===== src/rtl/simple_pipe_pkg.sv =====
// rtl/simple_pipe_pkg.sv - shared op encodings, field slices and hazard helpers for the simple pipeline
package simple_pipe_pkg;

    typedef enum logic [1:0] {
        OP_NOP = 2'b00,
        OP_ADD = 2'b01,
        OP_SUB = 2'b10,
        OP_AND = 2'b11
    } op_e;

    localparam logic [7:0] NOP_INST = 8'h00;

    // One issued slot as seen by the hazard checker: destination and write-enable.
    typedef struct packed {
        logic [1:0] rd;
        logic       wen;
    } hist_t;

    function automatic logic [1:0] inst_op(input logic [7:0] inst);
        return inst[7:6];
    endfunction

    function automatic logic [1:0] inst_rs1(input logic [7:0] inst);
        return inst[5:4];
    endfunction

    function automatic logic [1:0] inst_rs2(input logic [7:0] inst);
        return inst[3:2];
    endfunction

    function automatic logic [1:0] inst_rd(input logic [7:0] inst);
        return inst[1:0];
    endfunction

    // Every non-NOP op writes rd and reads both rs1 and rs2.
    function automatic logic is_wen(input logic [1:0] op);
        return op != OP_NOP;
    endfunction

    // True when the slot h writes a register that inst reads.
    function automatic logic raw_hit(input hist_t h, input logic [7:0] inst);
        return h.wen && ((h.rd == inst_rs1(inst)) || (h.rd == inst_rs2(inst)));
    endfunction

endpackage


===== src/rtl/simple_pipe_issue_q_if.sv =====
// rtl/simple_pipe_issue_q_if.sv - host push handshake and pipeline issue signals of the issue queue
interface simple_pipe_issue_q_if #(
    parameter int DEPTH = 4,
    parameter int CNT_W = 16
);
    localparam int QW = $clog2(DEPTH) + 1;

    logic             in_valid;
    logic             in_ready;
    logic [7:0]       in_inst;
    logic             issue_en;
    logic [7:0]       out_inst;
    logic             out_start;
    logic [QW-1:0]    q_count;
    logic             stall;
    logic [CNT_W-1:0] issued_cnt;
    logic [CNT_W-1:0] bubble_cnt;

    modport master (
        output in_valid, in_inst, issue_en,
        input  in_ready, out_inst, out_start, q_count, stall, issued_cnt, bubble_cnt
    );

    modport slave (
        input  in_valid, in_inst, issue_en,
        output in_ready, out_inst, out_start, q_count, stall, issued_cnt, bubble_cnt
    );

endinterface


===== src/rtl/simple_pipe_inst_fifo.sv =====
// rtl/simple_pipe_inst_fifo.sv - DEPTH x 8 circular instruction buffer with occupancy count
module simple_pipe_inst_fifo #(
    parameter int DEPTH = 4
) (
    input  logic                     clk,
    input  logic                     rst,
    input  logic                     push,
    input  logic [7:0]               push_data,
    input  logic                     pop,
    output logic [7:0]               head,
    output logic                     full,
    output logic                     empty,
    output logic [$clog2(DEPTH):0]   count
);
    localparam int AW = $clog2(DEPTH);

    logic [7:0]      mem [DEPTH];
    logic [AW-1:0]   wr_ptr;
    logic [AW-1:0]   rd_ptr;
    logic [AW:0]     count_q;
    logic            push_ok;
    logic            pop_ok;

    assign push_ok = push && !full;
    assign pop_ok  = pop && !empty;
    assign full    = (count_q == (AW+1)'(DEPTH));
    assign empty   = (count_q == '0);
    assign count   = count_q;
    assign head    = mem[rd_ptr];

    // Storage write; no reset needed since occupancy gates visibility.
    always_ff @(posedge clk) begin
        if (push_ok) begin
            mem[wr_ptr] <= push_data;
        end
    end

    // Pointers wrap naturally because DEPTH is a power of two.
    always_ff @(posedge clk) begin
        if (rst) begin
            wr_ptr  <= '0;
            rd_ptr  <= '0;
            count_q <= '0;
        end else begin
            if (push_ok) begin
                wr_ptr <= wr_ptr + AW'(1);
            end
            if (pop_ok) begin
                rd_ptr <= rd_ptr + AW'(1);
            end
            case ({push_ok, pop_ok})
                2'b10:   count_q <= count_q + (AW+1)'(1);
                2'b01:   count_q <= count_q - (AW+1)'(1);
                default: count_q <= count_q;
            endcase
        end
    end

endmodule


===== src/rtl/simple_pipe_issue_q.sv =====
// rtl/simple_pipe_issue_q.sv - instruction issue queue; SIMPLE_PIPE_HAZARD_STALL_EN enables RAW bubble insertion
module simple_pipe_issue_q
    import simple_pipe_pkg::*;
#(
    parameter int DEPTH = 4,
    parameter int CNT_W = 16
) (
    input  logic                 clk,
    input  logic                 rst,
    simple_pipe_issue_q_if.slave bus
);
    localparam int QW = $clog2(DEPTH) + 1;

    logic [7:0]       head;
    logic             full;
    logic             empty;
    logic [QW-1:0]    count;
    logic             push;
    logic             pop;
    logic             stall_w;
    logic [7:0]       out_inst_q;
    logic [CNT_W-1:0] issued_q;

    // A full queue refuses pushes even when the head leaves on the same edge.
    assign push = bus.in_valid && !full;
    assign pop  = bus.issue_en && !empty && !stall_w;

    simple_pipe_inst_fifo #(.DEPTH(DEPTH)) u_fifo (
        .clk       (clk),
        .rst       (rst),
        .push      (push),
        .push_data (bus.in_inst),
        .pop       (pop),
        .head      (head),
        .full      (full),
        .empty     (empty),
        .count     (count)
    );

    assign bus.in_ready   = !full;
    assign bus.q_count    = count;
    assign bus.out_start  = bus.issue_en;
    assign bus.stall      = stall_w;
    assign bus.out_inst   = out_inst_q;
    assign bus.issued_cnt = issued_q;

    // Issue register: load the head on a clean advance, a NOP otherwise; hold when disabled.
    always_ff @(posedge clk) begin
        if (rst) begin
            out_inst_q <= NOP_INST;
            issued_q   <= '0;
        end else if (bus.issue_en) begin
            if (pop) begin
                out_inst_q <= head;
                issued_q   <= issued_q + CNT_W'(1);
            end else begin
                out_inst_q <= NOP_INST;
            end
        end
    end

`ifdef SIMPLE_PIPE_HAZARD_STALL_EN
    hist_t            h0;
    hist_t            h1;
    logic [CNT_W-1:0] bubble_q;

    // Hold the head while either of the last two issued slots writes one of its sources.
    // Two bubbles flush both slots to wen=0, so a head never waits more than twice.
    always_comb begin
        stall_w = 1'b0;
        if (!empty && is_wen(inst_op(head))) begin
            stall_w = raw_hit(h0, head) || raw_hit(h1, head);
        end
    end

    // History shifts on every advance; bubbles and empty-queue NOPs enter as wen=0.
    always_ff @(posedge clk) begin
        if (rst) begin
            h0       <= '0;
            h1       <= '0;
            bubble_q <= '0;
        end else if (bus.issue_en) begin
            h1 <= h0;
            if (pop) begin
                h0 <= '{rd: inst_rd(head), wen: is_wen(inst_op(head))};
            end else begin
                h0 <= '0;
            end
            if (stall_w) begin
                bubble_q <= bubble_q + CNT_W'(1);
            end
        end
    end

    assign bus.bubble_cnt = bubble_q;
`else
    assign stall_w        = 1'b0;
    assign bus.bubble_cnt = '0;
`endif

endmodule

===== src/flat_wrapper.sv =====
// flat-port wrapper written by rule: the top's interface ports become plain ports
module simple_pipe_issue_q_flat import simple_pipe_pkg::*;
#(
    parameter int DEPTH = 4,
    parameter int CNT_W = 16
)
  (clk, rst, bus_in_valid, bus_in_inst, bus_issue_en, bus_in_ready, bus_out_inst, bus_out_start, bus_q_count, bus_stall, bus_issued_cnt, bus_bubble_cnt);
  simple_pipe_issue_q_if #(.DEPTH(DEPTH), .CNT_W(CNT_W)) bus_i ();
  input  logic clk;
  input  logic rst;
  input wire logic [$bits(bus_i.in_valid)-1:0] bus_in_valid;
  input wire logic [$bits(bus_i.in_inst)-1:0] bus_in_inst;
  input wire logic [$bits(bus_i.issue_en)-1:0] bus_issue_en;
  output wire logic [$bits(bus_i.in_ready)-1:0] bus_in_ready;
  output wire logic [$bits(bus_i.out_inst)-1:0] bus_out_inst;
  output wire logic [$bits(bus_i.out_start)-1:0] bus_out_start;
  output wire logic [$bits(bus_i.q_count)-1:0] bus_q_count;
  output wire logic [$bits(bus_i.stall)-1:0] bus_stall;
  output wire logic [$bits(bus_i.issued_cnt)-1:0] bus_issued_cnt;
  output wire logic [$bits(bus_i.bubble_cnt)-1:0] bus_bubble_cnt;
  assign bus_i.in_valid = bus_in_valid;
  assign bus_i.in_inst = bus_in_inst;
  assign bus_i.issue_en = bus_issue_en;
  assign bus_in_ready = bus_i.in_ready;
  assign bus_out_inst = bus_i.out_inst;
  assign bus_out_start = bus_i.out_start;
  assign bus_q_count = bus_i.q_count;
  assign bus_stall = bus_i.stall;
  assign bus_issued_cnt = bus_i.issued_cnt;
  assign bus_bubble_cnt = bus_i.bubble_cnt;
  simple_pipe_issue_q #(.DEPTH(DEPTH), .CNT_W(CNT_W)) u_core (.clk(clk), .rst(rst), .bus(bus_i));
endmodule

===== config.mk =====
export PLATFORM = sky130hd
export DESIGN_NAME = simple_pipe_issue_q_flat
export DESIGN_NICKNAME = d
export VERILOG_FILES = /design/src/rtl/simple_pipe_pkg.sv /design/src/rtl/simple_pipe_issue_q_if.sv /design/src/rtl/simple_pipe_inst_fifo.sv /design/src/rtl/simple_pipe_issue_q.sv /design/src/flat_wrapper.sv
export SDC_FILE = /design/constraint.sdc
export NUM_CORES = 1
export LEC_CHECK = 0
export CAP_MARGIN = 20
export CORE_MARGIN = 8
export CORE_UTILIZATION = 28
export CTS_CLUSTER_DIAMETER = 30
export CTS_CLUSTER_SIZE = 12
export DETAILED_ROUTE_END_ITERATION = 8
export MAX_ROUTING_LAYER = met4
export PLACE_DENSITY_LB_ADDON = 0.25
export SYNTH_ARGS = -nofsm -noshare
export SYNTH_HDL_FRONTEND = slang
export SYNTH_SLANG_ARGS = --single-unit

===== constraint.sdc =====
create_clock -name clk -period 6.1 [get_ports clk]
set_input_delay 1.83 -clock clk [delete_from_list [all_inputs] [get_ports clk]]
set_output_delay 1.83 -clock clk [all_outputs]
set_load 0.02 [all_outputs]

==> flow_summary_export.csv, run 1 <==
group,metric,value,unit
yosys,yosys_warnings,0,
route,first_pass_iters,5,
sta,rsz0062_at_grt,"false",
global_routing,grt_util_all_layers,8.95,%
clock_tree,clkLatencyLatePin,0.35,ns
sta,slew_headroom,57.7,%
placed_design,dpl.cell_count,391,
sta,final-hold-violation-count,0,
clock_tree,post_cts_resized,0,
worst_setup_path,end_kind,"output pin",
clock_tree,numCtsBuffers,9,
route,drt_iter0_markers,54,
pwr,power-per-cell-area,360,mW/mm^2
layout,fin_cells,407,
yosys,synthFlopType,"dfxtp_1",
die,std_cell_rows,36,
job,cap_violations,0,
placed_design,port_buffers,40,
layout,final_common_cell,"clkdlybuf4s50_1",
sta,fin_tns_setup,0,ns
yosys,syn_inst,226,
yosys,netlist_area,0.00281,mm^2
die,pin_count,58,
hold_path,hp-start,"u_core.u_fifo.wr_ptr[1]$_SDFFE_PP0P_",
hold_path,whs_endpoint,"u_core.u_fifo.wr_ptr[1]$_SDFFE_PP0P_",
route,wl_per_cell,13.8,um
global_routing,antenna_found_initial,0,
sta,maxSlewViolCount,0,
worst_setup_path,reg2reg_to,"u_core.u_fifo.count[2]$_SDFFE_PP0P_",
global_routing,overflow,0,
global_routing,grt_pass1_vias,1678,
yosys,synthArstFlopShare,0,%
yosys,ys_types,40,
route,routed_wl,5.60,mm
layout,antennaDiodeCount,0,
worst_setup_path,worst-setup-path-type,"in -> out",
global_routing,grt_pass1_wl,8.65,mm
global_routing,grt_max_degree,39,
worst_setup_path,timing.rr.start,"u_core.u_fifo.count[2]$_SDFFE_PP0P_",
sta,tightest_slew,0.634,ns
placed_design,gp_congestion,0.684,
layout,layout_common_cells,"clkdlybuf4s50_1 (40), dfxtp_1 (33), edfxtp_1 (32)",
route,drc_errors,0,
clock_tree,cts_setup_buffers,0,
yosys,avgSynthCellArea,12.4,um^2
clock_tree,cts_tree,"yes",
layout,area_delta_synth_final,24.0,%
placed_design,hpwl,3.90,mm
die,die_h,116,um
layout,nFillCells,991,
yosys,synth-edff-count,32,
die,core_area,0.00977,mm^2
sta,setup_viol,0,
die,dieArea,0.0135,mm^2
worst_setup_path,cp.required,4.27,ns
clock_tree,clock_sinks,65,
worst_setup_path,reg2reg_slack,3.60,ns
worst_setup_path,crit_arrival,3.10,ns
route,antenna_left,0,
yosys,yosysSeqAreaShare,57.8,%
pwr,p_leak,1.22,nW
route,vias,1695,
worst_setup_path,reg2regPathDepth,9,
sta,min_period_over_period,80.8,%
layout,drive_gt1_share,12.8,%
clock_tree,clk_pin_slew_worst_paths,0.07,ns
die,initial_core_util,28.7,%
worst_setup_path,start_kind,"input pin",
pwr,power,1.25,mW
layout,fin_nets,288,
clock_tree,hold_buffers,0,
route,via_per_inst,4.16,
clock_tree,cts.htree.levels,3,
sta,min_period,4.93,ns
worst_setup_path,cp_max_fo,12,
die,die_w,116,um
pwr,ir_drop,0.000206,V
hold_path,hp-class,"reg -> reg",
sta,skew,0.00924,ns
yosys,synth_seq_cells,65,
sta,fmax,203,MHz
clock_tree,cts-root-buf,"clkbuf_8",
hold_path,hold_depth,2,
clock_tree,cts_max_path_buffers,2,
run_status,outcome,"completed",
## worst max-delay path by stage
| stage | slack (ns) | start | end |
|---|---|---|---|
| floorplan | 2.31 | bus_issue_en | bus_out_start |
| global placement | 1.17 | bus_issue_en | bus_out_start |
| detailed placement | 1.17 | bus_issue_en | bus_out_start |
| CTS | 1.16 | bus_issue_en | bus_out_start |
| global route | 1.14 | bus_issue_en | bus_out_start |
| finish | 1.17 | bus_issue_en | bus_out_start |
## area by class of cell
cell class,count,area (um^2),area share (%)
clock buffer,9,124,3.56
clock inverter,7,77.6,2.23
inverter,7,26.3,0.755
multi-input combinational,144,1050,30.2
sequential,65,1620,46.6
tap,133,166,4.78
timing repair buffer,42,415,11.9
## worst max-delay path: stages
cell and delay [ns]:
clkdlybuf4s50_1 0.46, buf_4 0.18, clkdlybuf4s50_1 0.63
## state kept, by name, indices dropped and copies added, names as in the netlist, named ones only
register / flops
u_core.u_fifo.mem: 32
u_core.bus.issued_cnt: 16
u_core.u_fifo.rd_ptr: 2
u_core.u_fifo.wr_ptr: 2
u_core.u_fifo.count: 3
u_core.bus.out_inst: 8
## metrics by stage
stage                     worst slack [ns]  utilization (%)  hold WS [ns]  instance area (um^2)
final                                 1.17             35.6         0.515                  3480
after global routing                  1.14             35.6         0.549                  3480
after CTS                             1.16             35.6         0.520                  3480
after detailed placement              1.17             33.6         0.511                  3280
after global placement                1.17             33.6         0.500                  3280
after floorplan                       2.31                -         0.469                  2870
## cell families after synthesis
| family | after synthesis | share of synthesized area (%) |
|---|---|---|
| simple gates | 74 | 14.9 |
| flops | 65 | 57.8 |
| mux | 13 | 8.38 |
| fa+ha+maj | 7 | 3.39 |
| other cells | 1 | 0.134 |
| buf+inv | 33 | 6.95 |
| xor+xnor | 13 | 4.06 |
| compound gates | 20 | 4.37 |
## metal layers
metal | vias to the layer above | wire [um] | GRT usage (%)
met5 | - | 0 | -
met4 | 0 | 95 | 3.63
met3 | 10 | 456 | 3.83
met2 | 56 | 2530 | 13.6
met1 | 786 | 2510 | 10.2
li1 | 843 | - | -
## report_power, final
group	internal, mW	leakage [nW]	switching (mW)
clock network	0.193	0.101	0.183
logic	0.143	0.561	0.160
registers	0.516	0.561	0.0569
total	0.852	1.22	0.400
## Yosys cell counts (all sizes together) (5+ instances only)
cell	instances	area share, %
dfxtp	33	24
inv	7	0.94
xnor2	8	2.5
nand2	5	0.67
xor2	5	1.6
mux4	8	6.4
nor2	31	4.1
edfxtp	32	34
a21oi	14	2.5
buf	23	5.6
ha	6	2.7
nor2b	12	2.7
Note: power is estimated with default switching activity, not from simulation.
==> inputs of run 2 (changes only) <==
- clock period: 6.1 -> 4 ns (I/O delays scaled with it)
==> run 2 against run 1 <==
  * Final area is 0.22% higher
  * Critical endpoint unchanged
  * Critical path depth is 1 lower
  * Clock skew is 0.0024 ns lower
  * Sequential share of layout area is 0.10 points lower
  * Worst hold slack better by 0.0073 ns
  * Global-route usage is 0.12 points lower
  * Flip-flop and latch count stayed put
  * Die area stayed put
  * Clock-buffer cell count stayed put
  * Via count is 1.7% higher
==> flow_summary_export.csv, run 2 (synthesis results as in run 1) <==
group,metric,value,unit
clock_tree,cts_setup_buffers,0,
sta,final-hold-violation-count,0,
placed_design,dpl_cell_area,0.00329,mm^2
sta,setup_slack,0.519,ns
layout,largest_register_ffs,32,
hold_path,hp-start,"u_core.bus.issued_cnt[6]$_SDFFE_PP0P_",
pwr,power,1.91,mW
route,drt_iter0_markers,98,
sta,min_period_over_period,87.0,%
route,first_pass_iters,4,
sta,fin_tns_setup,0,ns
layout,top_register,"u_core.u_fifo.mem",
clock_tree,cts_tree,"yes",
worst_setup_path,end_kind,"output pin",
worst_setup_path,start_kind,"input pin",
route,wl_per_cell,13.7,um
sta,setup_viol,0,
worst_setup_path,reg2reg_to,"u_core.u_fifo.count[2]$_SDFFE_PP0P_",
layout,area_delta_synth_final,24.3,%
global_routing,grt_max_degree,24,
hold_path,whs_endpoint,"u_core.bus.issued_cnt[6]$_SDFFE_PP0P_",
sta,slew_headroom,44.8,%
layout,antennaDiodeCount,0,
placed_design,hpwl,3.92,mm
pwr,ir_drop,0.000211,V
layout,final_cell_area,0.00349,mm^2
layout,final_common_cell,"clkdlybuf4s50_1",
clock_tree,numCtsBuffers,9,
layout,fin_cells,408,
worst_setup_path,worst_path_dominant_cell_family,"buffers and inverters",
placed_design,port_buffers,40,
global_routing,grt_pass1_vias,1775,
worst_setup_path,critPathMaxStageDelay,0.61,ns
route,drc_errors,0,
clock_tree,clk_pin_slew_worst_paths,0.07,ns
route,vias,1724,
worst_setup_path,worst-setup-path-type,"in -> out",
die,die_w,116,um
worst_setup_path,worst-path-buf-inv,2,
global_routing,overflow,0,
sta,tightest_slew,0.825,ns
layout,layout_common_cells,"clkdlybuf4s50_1 (40), dfxtp_1 (33), edfxtp_1 (32)",
hold_path,hold_depth,2,
clock_tree,clock_sinks,65,
global_routing,antenna_found_initial,0,
die,std_cell_rows,36,
die,initial_core_util,28.7,%
die,core_area,0.00977,mm^2
clock_tree,cts_max_path_buffers,2,
placed_design,gp_congestion,0.675,
job,cap_violations,0,
layout,utilization,35.7,%
clock_tree,post_cts_resized,0,
sta,fin_hold_ws,0.522,ns
sta,min_period,3.48,ns
sta,fmax,287,MHz
die,die_h,116,um
placed_design,dpl_worst_slack,0.510,ns
worst_setup_path,cp_cell_sequence,"clkdlybuf4s50_1 > clkdlybuf4s50_1",
pwr,p_leak,1.23,nW
run_status,outcome,"completed",
worst_setup_path,crit_slowest_cell,"clkdlybuf4s50_1",
worst_setup_path,reg2reg_slack,1.48,ns
hold_path,hp-class,"reg -> reg",
worst_setup_path,reg2regPathDepth,9,
sta,rsz0062_at_grt,"false",
worst_setup_path,cp_max_fo,2,
worst_setup_path,timing.rr.start,"u_core.u_fifo.count[2]$_SDFFE_PP0P_",
route,routed_wl,5.58,mm
pwr,power-per-cell-area,547,mW/mm^2
route,antenna_left,0,
clock_tree,clkLatencyLatePin,0.34,ns
global_routing,grt_util_all_layers,8.83,%
sta,maxSlewViolCount,0,
layout,drive_gt1_share,12.7,%
worst_setup_path,crit_arrival,2.28,ns
worst_setup_path,cpMostUsedCell,"clkdlybuf4s50_1",
die,dieArea,0.0135,mm^2
clock_tree,cts-root-buf,"clkbuf_8",
sta,skew,0.00683,ns
layout,fin_nets,289,
placed_design,dpl.cell_count,392,
clock_tree,hold_buffers,0,
worst_setup_path,cp.required,2.80,ns
die,pin_count,58,
route,via_per_inst,4.23,
clock_tree,cts.htree.levels,3,
global_routing,grt_pass1_wl,8.67,mm
## run 2: report_power, final
part           leakage (nW)  total (mW)  internal (mW)  switching (mW)
sequential            0.561       0.871          0.786          0.0847
combinational         0.566       0.470          0.225           0.245
clock                 0.102       0.568          0.294           0.274
total                  1.23        1.91           1.31           0.603
## run 2: cell type report
class	count	area, um^2
Clock inverter	7	77.6
Multi-Input combinational cell	144	1050
Fill cell	985	6290
Inverter	7	26.3
Clock buffer	9	124
Timing Repair Buffer	43	423
Sequential cell	65	1620
Tap cell	133	166
## run 2: layer usage
metal,global-route usage (%),share of wire [%],up-vias
li1,-,-,843
met4,4.49,1.5,0
met5,-,0,-
met2,13.9,46,54
met1,9.64,44,818
met3,3.21,8.0,9
## run 2: tightest hold or removal path, cell delays in order, from the launching register on
cell and delay [ns]:
dfxtp_1 0.34, o21ai_0 0.08, a21oi_1 0.06
## run 2: worst max-delay path by stage
stage	startpoint	to	slack, ns	cells after the start
after global placement	bus_issue_en	bus_out_start	0.52	2
after detailed placement	bus_issue_en	bus_out_start	0.51	2
after CTS	bus_issue_en	bus_out_start	0.51	2
after global routing	bus_issue_en	bus_out_start	0.49	2
after floorplan	bus_issue_en	u_core.u_fifo.count[2]$_SDFFE_PP0P_	0.94	9
final	bus_issue_en	bus_out_start	0.52	2
==> inputs of run 3 (changes only) <==
- GPL_TIMING_DRIVEN: not set -> 0
- MAX_ROUTING_LAYER: met4 -> not set
==> run 3 against run 2 <==
  * Sequential power down 2.8%
  * Highest routed layer unchanged
  * Clock power about the same
  * Setup slack worse by 0.17 ns
  * Via count rose by 3.9%
  * Sequential share of layout area is 1.9 points lower
  * Combinational power up 8.7%
  * Critical path depth grew 1
  * Critical path type unchanged
  * Global-route usage hardly changed
  * Clock skew is 0.0042 ns higher
  * Die area unchanged
==> flow_summary_export.csv, run 3 (synthesis results as in run 1) <==
group,metric,value,unit
worst_setup_path,crit_slowest_cell,"clkdlybuf4s50_1",
clock_tree,cts_max_path_buffers,2,
worst_setup_path,worst_path_dominant_cell_family,"buffers and inverters",
clock_tree,clock_sinks,65,
pwr,power-per-cell-area,529,mW/mm^2
clock_tree,numCtsBuffers,9,
sta,setup_viol,0,
clock_tree,clkLatencyLatePin,0.34,ns
die,die_w,116,um
route,drc_errors,0,
worst_setup_path,reg2reg_to,"u_core.u_fifo.count[2]$_SDFFE_PP0P_",
layout,largest_register_ffs,32,
layout,fin_nets,312,
clock_tree,hold_buffers,0,
hold_path,hp-class,"reg -> reg",
sta,tightest_slew,0.520,ns
worst_setup_path,cp_cell_sequence,"clkdlybuf4s50_1 > buf_4 > clkdlybuf4s50_1",
route,vias,1792,
placed_design,dpl.cell_count,415,
worst_setup_path,reg2reg_slack,1.48,ns
route,antenna_left,0,
placed_design,hpwl,4.16,mm
pwr,ir_drop,0.000215,V
job,cap_violations,0,
placed_design,port_buffers,40,
worst_setup_path,start_kind,"input pin",
sta,slew_headroom,65.4,%
worst_setup_path,cp_max_fo,3,
layout,layout_common_cells,"clkdlybuf4s50_1 (40), dfxtp_1 (33), edfxtp_1 (32)",
layout,regArea,0.00162,mm^2
layout,fin_cells,431,
route,first_pass_iters,4,
sta,fin_tns_setup,0,ns
global_routing,antenna_found_initial,0,
die,pin_count,58,
layout,drive_gt1_share,17.8,%
layout,area_delta_synth_final,29.5,%
placed_design,gp_congestion,0.709,
hold_path,hp-start,"u_core.bus.issued_cnt[6]$_SDFFE_PP0P_",
worst_setup_path,crit_arrival,2.45,ns
layout,multiInputGateArea,0.00105,mm^2
pwr,p_leak,1.33,nW
die,std_cell_rows,36,
worst_setup_path,critPathMaxStageDelay,0.60,ns
sta,final-hold-violation-count,0,
route,routed_wl,5.79,mm
worst_setup_path,worst-setup-path-type,"in -> out",
global_routing,grt_pass1_vias,1778,
die,die_h,116,um
worst_setup_path,cp.required,2.80,ns
worst_setup_path,end_kind,"output pin",
clock_tree,cts.htree.levels,3,
sta,rsz0062_at_grt,"false",
sta,maxSlewViolCount,0,
die,dieArea,0.0135,mm^2
sta,min_period,3.65,ns
worst_setup_path,reg2regPathDepth,9,
clock_tree,clk_pin_slew_worst_paths,0.07,ns
worst_setup_path,worst-path-buf-inv,3,
hold_path,hold_depth,2,
run_status,outcome,"completed",
hold_path,whs_endpoint,"u_core.bus.issued_cnt[6]$_SDFFE_PP0P_",
worst_setup_path,cpMostUsedCell,"clkdlybuf4s50_1",
die,core_area,0.00977,mm^2
global_routing,grt_pass1_wl,8.87,mm
route,wl_per_cell,13.4,um
clock_tree,post_cts_resized,0,
clock_tree,cts_setup_buffers,0,
sta,skew,0.0110,ns
layout,antennaDiodeCount,0,
global_routing,overflow,0,
die,initial_core_util,28.7,%
global_routing,grt_util_all_layers,8.79,%
layout,final_common_cell,"clkdlybuf4s50_1",
layout,nFillCells,979,
sta,fmax,274,MHz
sta,min_period_over_period,91.3,%
route,via_per_inst,4.16,
clock_tree,cts-root-buf,"clkbuf_8",
global_routing,grt_max_degree,14,
clock_tree,cts_tree,"yes",
layout,top_register,"u_core.u_fifo.mem",
route,drt_iter0_markers,58,
worst_setup_path,timing.rr.start,"u_core.u_fifo.count[2]$_SDFFE_PP0P_",
run 3: cell types whose count changed in the layout (fill, tap and decap cells not counted), sizes merged:
cell and delta:
clkinvlp +1, clkinv -1, clkbuf +3, buf +20
run 3: layout make-up:
| cell class | instances | share of cell area [%] |
|---|---|---|
| multi-input cells | 144 | 28.9 |
| clock inverters | 7 | 2.10 |
| clock buffers | 9 | 3.41 |
| well taps | 133 | 4.58 |
| flip-flops and latches | 65 | 44.6 |
| repair buffers | 40 | 11.0 |
| plain buffers | 26 | 4.65 |
| inverters | 7 | 0.723 |
run 3: per-layer routing:
metal / GRT usage, % / share of wire (%) / vias up
met3: 3.98 / 9.2 / 4
met2: 14.6 / 48 / 56
met1: 9.81 / 42 / 841
li1: - / - / 891
met5: 0 / 0 / -
met4: 2.85 / 0.80 / 0
run 3: power by group:
| part | internal (mW) | switching, mW |
|---|---|---|
| Sequential | 0.786 | 0.0608 |
| Clock | 0.293 | 0.272 |
| Combinational | 0.237 | 0.275 |
| Total | 1.32 | 0.607 |
run 3: through the flow:
| step | hold WS (ns) | instance area [um^2] | total power, mW | utilization [%] | worst slack (ns) |
|---|---|---|---|---|---|
| after floorplan | 0.469 | 2870 | 1.20 | - | 0.944 |
| after global placement | 0.495 | 3430 | 1.37 | 35.1 | 0.107 |
| after detailed placement | 0.503 | 3430 | 1.38 | 35.1 | 0.0670 |
| after CTS | 0.513 | 3630 | 1.95 | 37.2 | 0.341 |
| after global routing | 0.551 | 3630 | 2.04 | 37.2 | 0.277 |
| final | 0.513 | 3630 | 1.92 | 37.2 | 0.348 |
run 3: worst max path at each step:
stage                       from                                  end  slack [ns]  depth (start not counted)
finish              bus_issue_en                        bus_out_start        0.35                          3
global route        bus_issue_en  u_core.u_fifo.count[2]$_SDFFE_PP0P_        0.28                         10
CTS                 bus_issue_en                        bus_out_start        0.34                          3
floorplan           bus_issue_en  u_core.u_fifo.count[2]$_SDFFE_PP0P_        0.94                          9
global placement    bus_issue_en  u_core.u_fifo.count[2]$_SDFFE_PP0P_        0.11                         10
detailed placement  bus_issue_en  u_core.u_fifo.count[2]$_SDFFE_PP0P_        0.07                         10
run 3: worst reg2reg max path, delay by kind of cell (launching register included):
kind                     cells  cell delay [ns]
AND/OR/NAND/NOR              3             1.02
AO/OA/AOI/OAI                1             0.13
adder cells (fa/ha/maj)      2             0.56
XOR/XNOR                     1             0.16
buffers and inverters        2             0.13
flip-flops                   1             0.46
